[src/rtl/rf_write_sequencer_pkg.sv]
// Shared widths and enumerations for the register-file write sequencer.
package rf_pkg;

  localparam int ADDR_W = 5;
  localparam int DATA_W = 32;
  localparam int CNT_W  = 16;

  typedef enum logic {SWEEP = 1'b0, RUN = 1'b1} state_e;
  typedef enum logic {GNT_A = 1'b0, GNT_B = 1'b1} grant_e;

endpackage

[src/rtl/rf_write_sequencer_if.sv]
// Two write requesters plus the registered register-file write port.
interface rf_write_sequencer_if #(
  parameter int ADDR_W = rf_pkg::ADDR_W,
  parameter int DATA_W = rf_pkg::DATA_W,
  parameter int CNT_W  = rf_pkg::CNT_W
);
  logic              a_valid;
  logic [ADDR_W-1:0] a_addr;
  logic [DATA_W-1:0] a_data;
  logic              a_ready;
  logic              b_valid;
  logic [ADDR_W-1:0] b_addr;
  logic [DATA_W-1:0] b_data;
  logic              b_ready;
  logic [ADDR_W-1:0] rd_addr;
  logic [DATA_W-1:0] rd_w_data;
  logic              init_done;
  logic [CNT_W-1:0]  wr_count;

  modport slave (
    input  a_valid, a_addr, a_data, b_valid, b_addr, b_data,
    output a_ready, b_ready, rd_addr, rd_w_data, init_done, wr_count
  );

  modport master (
    output a_valid, a_addr, a_data, b_valid, b_addr, b_data,
    input  a_ready, b_ready, rd_addr, rd_w_data, init_done, wr_count
  );
endinterface

[src/rtl/rf_write_sequencer_rr_arbiter2.sv]
// Two-way round-robin arbiter; on a tie the requester not granted last wins.
module rr_arbiter2 (
  input  logic       clk,
  input  logic       rst,
  input  logic [1:0] req,
  input  logic       advance,
  output logic [1:0] gnt
);
  import rf_pkg::grant_e;
  import rf_pkg::GNT_A;
  import rf_pkg::GNT_B;

  grant_e last_grant_q;

  always_comb begin
    gnt = req;
    if (req == 2'b11) gnt = (last_grant_q == GNT_B) ? 2'b01 : 2'b10;
  end

  always_ff @(posedge clk or posedge rst) begin
    if (rst)          last_grant_q <= GNT_B;
    else if (advance) last_grant_q <= gnt[0] ? GNT_A : GNT_B;
  end

endmodule

[src/rtl/rf_write_sequencer.sv]
// Clears the register file after reset, then serialises writes from two requesters.
module rf_write_sequencer #(
  parameter int ADDR_W = rf_pkg::ADDR_W,
  parameter int DATA_W = rf_pkg::DATA_W,
  parameter int CNT_W  = rf_pkg::CNT_W
) (
  input logic reloj_cucu,
  input logic reseteate,
  rf_write_sequencer_if.slave bus
);
  import rf_pkg::SWEEP;
  import rf_pkg::RUN;

  localparam logic [0:0] ST_SWEEP = SWEEP;
  localparam logic [0:0] ST_RUN   = RUN;

  logic [0:0]        state_q, state_d;
  logic [ADDR_W-1:0] sweep_ptr_q, sweep_ptr_d;
  logic [ADDR_W-1:0] rd_addr_q, rd_addr_d;
  logic [DATA_W-1:0] rd_data_q, rd_data_d;
  logic              init_done_q, init_done_d;
  logic [CNT_W-1:0]  wr_count_q, wr_count_d;

  logic [1:0]        req, gnt;
  logic              xfer;
  logic [ADDR_W-1:0] sel_addr;
  logic [DATA_W-1:0] sel_data;

  // Requests are masked while sweeping so neither side sees ready.
  assign req  = {bus.b_valid, bus.a_valid} & {2{state_q == ST_RUN}};
  assign xfer = |gnt;

  rr_arbiter2 u_arb (
    .clk     (reloj_cucu),
    .rst     (reseteate),
    .req     (req),
    .advance (xfer),
    .gnt     (gnt)
  );

  assign sel_addr = gnt[0] ? bus.a_addr : bus.b_addr;
  assign sel_data = gnt[0] ? bus.a_data : bus.b_data;

  always_comb begin
    state_d     = state_q;
    sweep_ptr_d = sweep_ptr_q;
    rd_addr_d   = '0;
    rd_data_d   = '0;
    init_done_d = init_done_q;
    wr_count_d  = wr_count_q;
    if (state_q == ST_SWEEP) begin
      rd_addr_d   = sweep_ptr_q;
      sweep_ptr_d = sweep_ptr_q + ADDR_W'(1);
      if (sweep_ptr_q == '1) begin
        state_d     = ST_RUN;
        init_done_d = 1'b1;
      end
    end else if (xfer && sel_addr != '0) begin
      // Address-0 writes are accepted but leave the port idle.
      rd_addr_d  = sel_addr;
      rd_data_d  = sel_data;
      wr_count_d = wr_count_q + CNT_W'(1);
    end
  end

  always_ff @(posedge reloj_cucu or posedge reseteate) begin
    if (reseteate) begin
      state_q     <= ST_SWEEP;
      sweep_ptr_q <= ADDR_W'(1);
      rd_addr_q   <= '0;
      rd_data_q   <= '0;
      init_done_q <= 1'b0;
      wr_count_q  <= '0;
    end else begin
      state_q     <= state_d;
      sweep_ptr_q <= sweep_ptr_d;
      rd_addr_q   <= rd_addr_d;
      rd_data_q   <= rd_data_d;
      init_done_q <= init_done_d;
      wr_count_q  <= wr_count_d;
    end
  end

  assign bus.a_ready   = gnt[0];
  assign bus.b_ready   = gnt[1];
  assign bus.rd_addr   = rd_addr_q;
  assign bus.rd_w_data = rd_data_q;
  assign bus.init_done = init_done_q;
  assign bus.wr_count  = wr_count_q;

endmodule

[src/flat_wrapper.sv]
// flat-port wrapper written by rule: the top's interface ports become plain ports
module rf_write_sequencer_flat import rf_pkg::SWEEP; import rf_pkg::RUN;
#(
  parameter int ADDR_W = rf_pkg::ADDR_W,
  parameter int DATA_W = rf_pkg::DATA_W,
  parameter int CNT_W  = rf_pkg::CNT_W
)
  (reloj_cucu, reseteate, bus_a_valid, bus_a_addr, bus_a_data, bus_b_valid, bus_b_addr, bus_b_data, bus_a_ready, bus_b_ready, bus_rd_addr, bus_rd_w_data, bus_init_done, bus_wr_count);
  rf_write_sequencer_if #(.ADDR_W(ADDR_W), .DATA_W(DATA_W), .CNT_W(CNT_W)) bus_i ();
  input logic reloj_cucu;
  input logic reseteate;
  input wire logic [$bits(bus_i.a_valid)-1:0] bus_a_valid;
  input wire logic [$bits(bus_i.a_addr)-1:0] bus_a_addr;
  input wire logic [$bits(bus_i.a_data)-1:0] bus_a_data;
  input wire logic [$bits(bus_i.b_valid)-1:0] bus_b_valid;
  input wire logic [$bits(bus_i.b_addr)-1:0] bus_b_addr;
  input wire logic [$bits(bus_i.b_data)-1:0] bus_b_data;
  output wire logic [$bits(bus_i.a_ready)-1:0] bus_a_ready;
  output wire logic [$bits(bus_i.b_ready)-1:0] bus_b_ready;
  output wire logic [$bits(bus_i.rd_addr)-1:0] bus_rd_addr;
  output wire logic [$bits(bus_i.rd_w_data)-1:0] bus_rd_w_data;
  output wire logic [$bits(bus_i.init_done)-1:0] bus_init_done;
  output wire logic [$bits(bus_i.wr_count)-1:0] bus_wr_count;
  assign bus_i.a_valid = bus_a_valid;
  assign bus_i.a_addr = bus_a_addr;
  assign bus_i.a_data = bus_a_data;
  assign bus_i.b_valid = bus_b_valid;
  assign bus_i.b_addr = bus_b_addr;
  assign bus_i.b_data = bus_b_data;
  assign bus_a_ready = bus_i.a_ready;
  assign bus_b_ready = bus_i.b_ready;
  assign bus_rd_addr = bus_i.rd_addr;
  assign bus_rd_w_data = bus_i.rd_w_data;
  assign bus_init_done = bus_i.init_done;
  assign bus_wr_count = bus_i.wr_count;
  rf_write_sequencer #(.ADDR_W(ADDR_W), .DATA_W(DATA_W), .CNT_W(CNT_W)) u_core (.reloj_cucu(reloj_cucu), .reseteate(reseteate), .bus(bus_i));
endmodule
[config.mk]
export PLATFORM = sky130hd
export DESIGN_NAME = rf_write_sequencer_flat
export DESIGN_NICKNAME = d
export VERILOG_FILES = /design/src/rtl/rf_write_sequencer_pkg.sv /design/src/rtl/rf_write_sequencer_if.sv /design/src/rtl/rf_write_sequencer_rr_arbiter2.sv /design/src/rtl/rf_write_sequencer.sv /design/src/flat_wrapper.sv
export SDC_FILE = /design/constraint.sdc
export NUM_CORES = 1
export LEC_CHECK = 0
export ABC_AREA = 1
export CAP_MARGIN = 40
export CORE_ASPECT_RATIO = 0.8
export CORE_MARGIN = 1.5
export CORE_UTILIZATION = 38
export CTS_CLUSTER_DIAMETER = 200
export DETAILED_ROUTE_END_ITERATION = 6
export PLACE_DENSITY_LB_ADDON = 0.08
export SYNTH_ARGS = -nofsm -noshare
export SYNTH_HDL_FRONTEND = slang
export SYNTH_SLANG_ARGS = --single-unit
[constraint.sdc]
create_clock -name reloj_cucu -period 1.88 [get_ports reloj_cucu]
set_input_delay 0.47 -clock reloj_cucu [delete_from_list [all_inputs] [get_ports reloj_cucu]]
set_output_delay 0.47 -clock reloj_cucu [all_outputs]
set_load 0.01 [all_outputs]
==> impl_metrics.py <==
metrics = {
    "sta": {
        "fin_crit_ps": 1810,
        "relSlewSlack": 0.743,
        "tightest_slew_ps": 383,
        "max_freq_mhz": 552,
        "rsz0062_at_grt": "false",
        "setup_viol": 0,
        "fin_crit_sh": 0.963,
        "skew_ps": 5.47,
        "hold_viol": 0,
        "setup_tns_ps": 0,
        "slew_violations": 0,
        "setup_slack_ps": 69.4,
    },
    "power": {
        "p_sw_frac": 0.270,
        "ir_drop_mv": 0.432,
        "powerDensity_nw_per_um2": 771,
        "p_clk_frac": 0.329,
        "switching_power_mw": 1.03,
        "intPower_mw": 2.78,
        "leakage_nw": 2.51,
        "seqPwrFrac": 0.400,
        "pwr-share-comb": 0.271,
    },
    "synthesis": {
        "syn_avg_cell_area_um2": 7.40,
        "synth_top_cell_by_area": "dfrtp_1",
        "synth_cells": 418,
        "synth_cell_type_count": 28,
        "synth_area_um2": 3090,
        "yosys-top-cells-area": "dfrtp_1, nand2_1, inv_1",
        "yosysWarnings": 0,
        "synthFlopType": "dfrtp_1",
        "synth_top_area_share": 0.477,
        "yosys-top-cells-count": "nand2_1, dfrtp_1, inv_1",
        "ys_ff_latch": 61,
        "synthArstFlopShare": 1.00,
        "ys_seq_area_frac": 0.494,
        "synth_edf_count": 0,
        "yosysMostFrequentCell": "nand2_1",
        "syn_nets": 499,
    },
    "setup_path": {
        "cpLargestDelayFamily": "buffers and inverters",
        "crit_required_ps": 1410,
        "cp-end-kind": "output port",
        "cp.depth": 1,
        "crit_type": "flip-flop to output port",
        "crit_path_cell_trace": "clkdlybuf4s50_1",
        "cp-startpoint": "u_core.bus.wr_count[6]",
        "cp.arrival_ps": 1340,
        "critPathBufInv": 1,
        "max_stage_delay_ps": 570,
        "rrSetupSlack_ps": 160,
        "r2r_cells": 11,
        "worstSetupStartpointType": "flip-flop",
        "r2r-start": "u_core.u_arb.last_grant_q",
        "crit_slowest_cell": "clkdlybuf4s50_1",
        "cp_max_fo": 5,
    },
    "place": {
        "place.gp.congestion": 0.838,
        "placed_area_um2": 4620,
        "pre_cts_ws_ps": -353,
        "dp_cells": 657,
        "hpwl_um": 5850,
        "portBuffers": 133,
    },
    "drt": {
        "vias": 2981,
        "wl_um": 8120,
        "drt_iter0_markers": 81,
        "wl_per_cell_um": 12.0,
        "remaining_drc_errors": 0,
        "drt.antenna.violating_nets": 0,
        "dr.pass1.iters": 4,
        "routed_via_density": 4.41,
    },
    "clocking": {
        "htreeDepth": 3,
        "cts-buffers-inserted": 9,
        "hold_buffers": 0,
        "path_clk_slew_ps": 70,
        "worstSkewPairLatency_ps": 330,
        "clock_path_buffers": 2,
        "clock_sinks": 61,
        "cts_tree": "done",
        "cts_root_buffer": "clkbuf_8",
    },
    "grt": {
        "track_usage": 0.191,
        "grt_pass1_wl_um": 13200,
        "grt_pass1_vias": 2830,
        "antenna_found_initial": 0,
        "grt_max_degree": 62,
        "grt_overflow": 0,
    },
    "floorplan": {
        "rows": 29,
        "coreArea_um2": 7910,
        "die-area_um2": 8690,
        "die_y_um": 83.7,
        "start_util": 0.391,
        "die_width_um": 104,
        "io_pins": 134,
    },
    "outcome": {
        "status": "complete, no violations",
    },
    "cells_and_area": {
        "area_growth_pct": 60.0,
        "finalNetCount": 645,
        "instances_no_fill": 676,
        "design_area_um2": 4950,
        "drive_gt1_frac": 0.0933,
        "diodes": 0,
    },
    "min_path": {
        "hold_depth": 1,
        "hold_path_class": "flip-flop to flip-flop",
        "hp-start": "u_core.bus.init_done",
    },
    "flow_run": {
        "cap_violations": 0,
    },
}
## metal layers
layer	vias to the layer above	routed length (um)	part of all wire	global-route usage
met3	7	884	0.11	0.0937
li1	1530	-	-	-
met2	99	3640	0.45	0.309
met5	-	0	0	0
met1	1345	3530	0.43	0.228
met4	0	70	0.0086	0.0492
## cells by family after synthesis
family / after synthesis / share of synthesized area
simple gates: 261 / 0.337
flops: 61 / 0.494
xor+xnor: 14 / 0.0396
buf+inv: 68 / 0.0951
compound gates: 11 / 0.0223
fa+ha+maj: 3 / 0.0121
## area by class of cell
cell class / count / area [um^2]
fillers: 746 / 2960
repair buffers: 150 / 1560
inverters: 53 / 203
multi-input cells: 289 / 1310
flip-flops and latches: 61 / 1530
well taps: 108 / 135
clock buffers: 10 / 138
clock inverters: 5 / 75.1
## stage by stage
stage	total power, mW	hold slack, ps	util
after floorplan	1.98	462	-
final	3.81	457	0.625
after detailed placement	2.54	448	0.584
after global routing	4.02	484	0.625
after global placement	2.53	439	0.584
after CTS	3.81	462	0.611
## sequential cells by signal, summed over array words and instances (netlist names)
register	count
u_core.bus.rd_w_data	32
u_core.sweep_ptr_q	5
u_core.bus.rd_addr	5
u_core.bus.wr_count	16
u_core.bus.init_done	1
u_core.state_q	1
u_core.u_arb.last_grant_q	1
## path summary, 6_finish.rpt
path                                        endpoint
setup / recovery                     bus_wr_count[6]
hold / removal                  u_core.bus.init_done
setup reg to reg              u_core.bus.wr_count[4]
hold reg to reg                 u_core.bus.init_done
max in group asynchronous  u_core.u_arb.last_grant_q
min in group asynchronous    u_core.bus.wr_count[12]
## what timing repair did
action                     4_1_cts  5_1_grt
resized for setup                8       13
setup buffers                    0        2
setup endpoints to repair        2       50
pin swaps                        0        3
cloned                           0        2
## cells in the final DEF (no fill, tap or decap), types with 6 or more instances in the layout
master	count
dfrtp_1	59
nand2_2	6
xnor2_1	7
inv_1	49
buf_4	8
clkbuf_8	10
clkdlybuf4s50_1	130
nor2_1	48
nand2_1	173
xor2_1	7
nand3_1	21
## power groups by stage
stage / Sequential (mW) / Combinational [mW] / Clock, mW
floorplan: 1.61 / 0.369 / 0
global placement: 1.55 / 0.982 / 0
detailed placement: 1.55 / 0.990 / 0
finish: 1.53 / 1.03 / 1.25
global route: 1.55 / 1.13 / 1.34
CTS: 1.53 / 0.995 / 1.28
No activity file was read; power rests on OpenSTA's default activity.
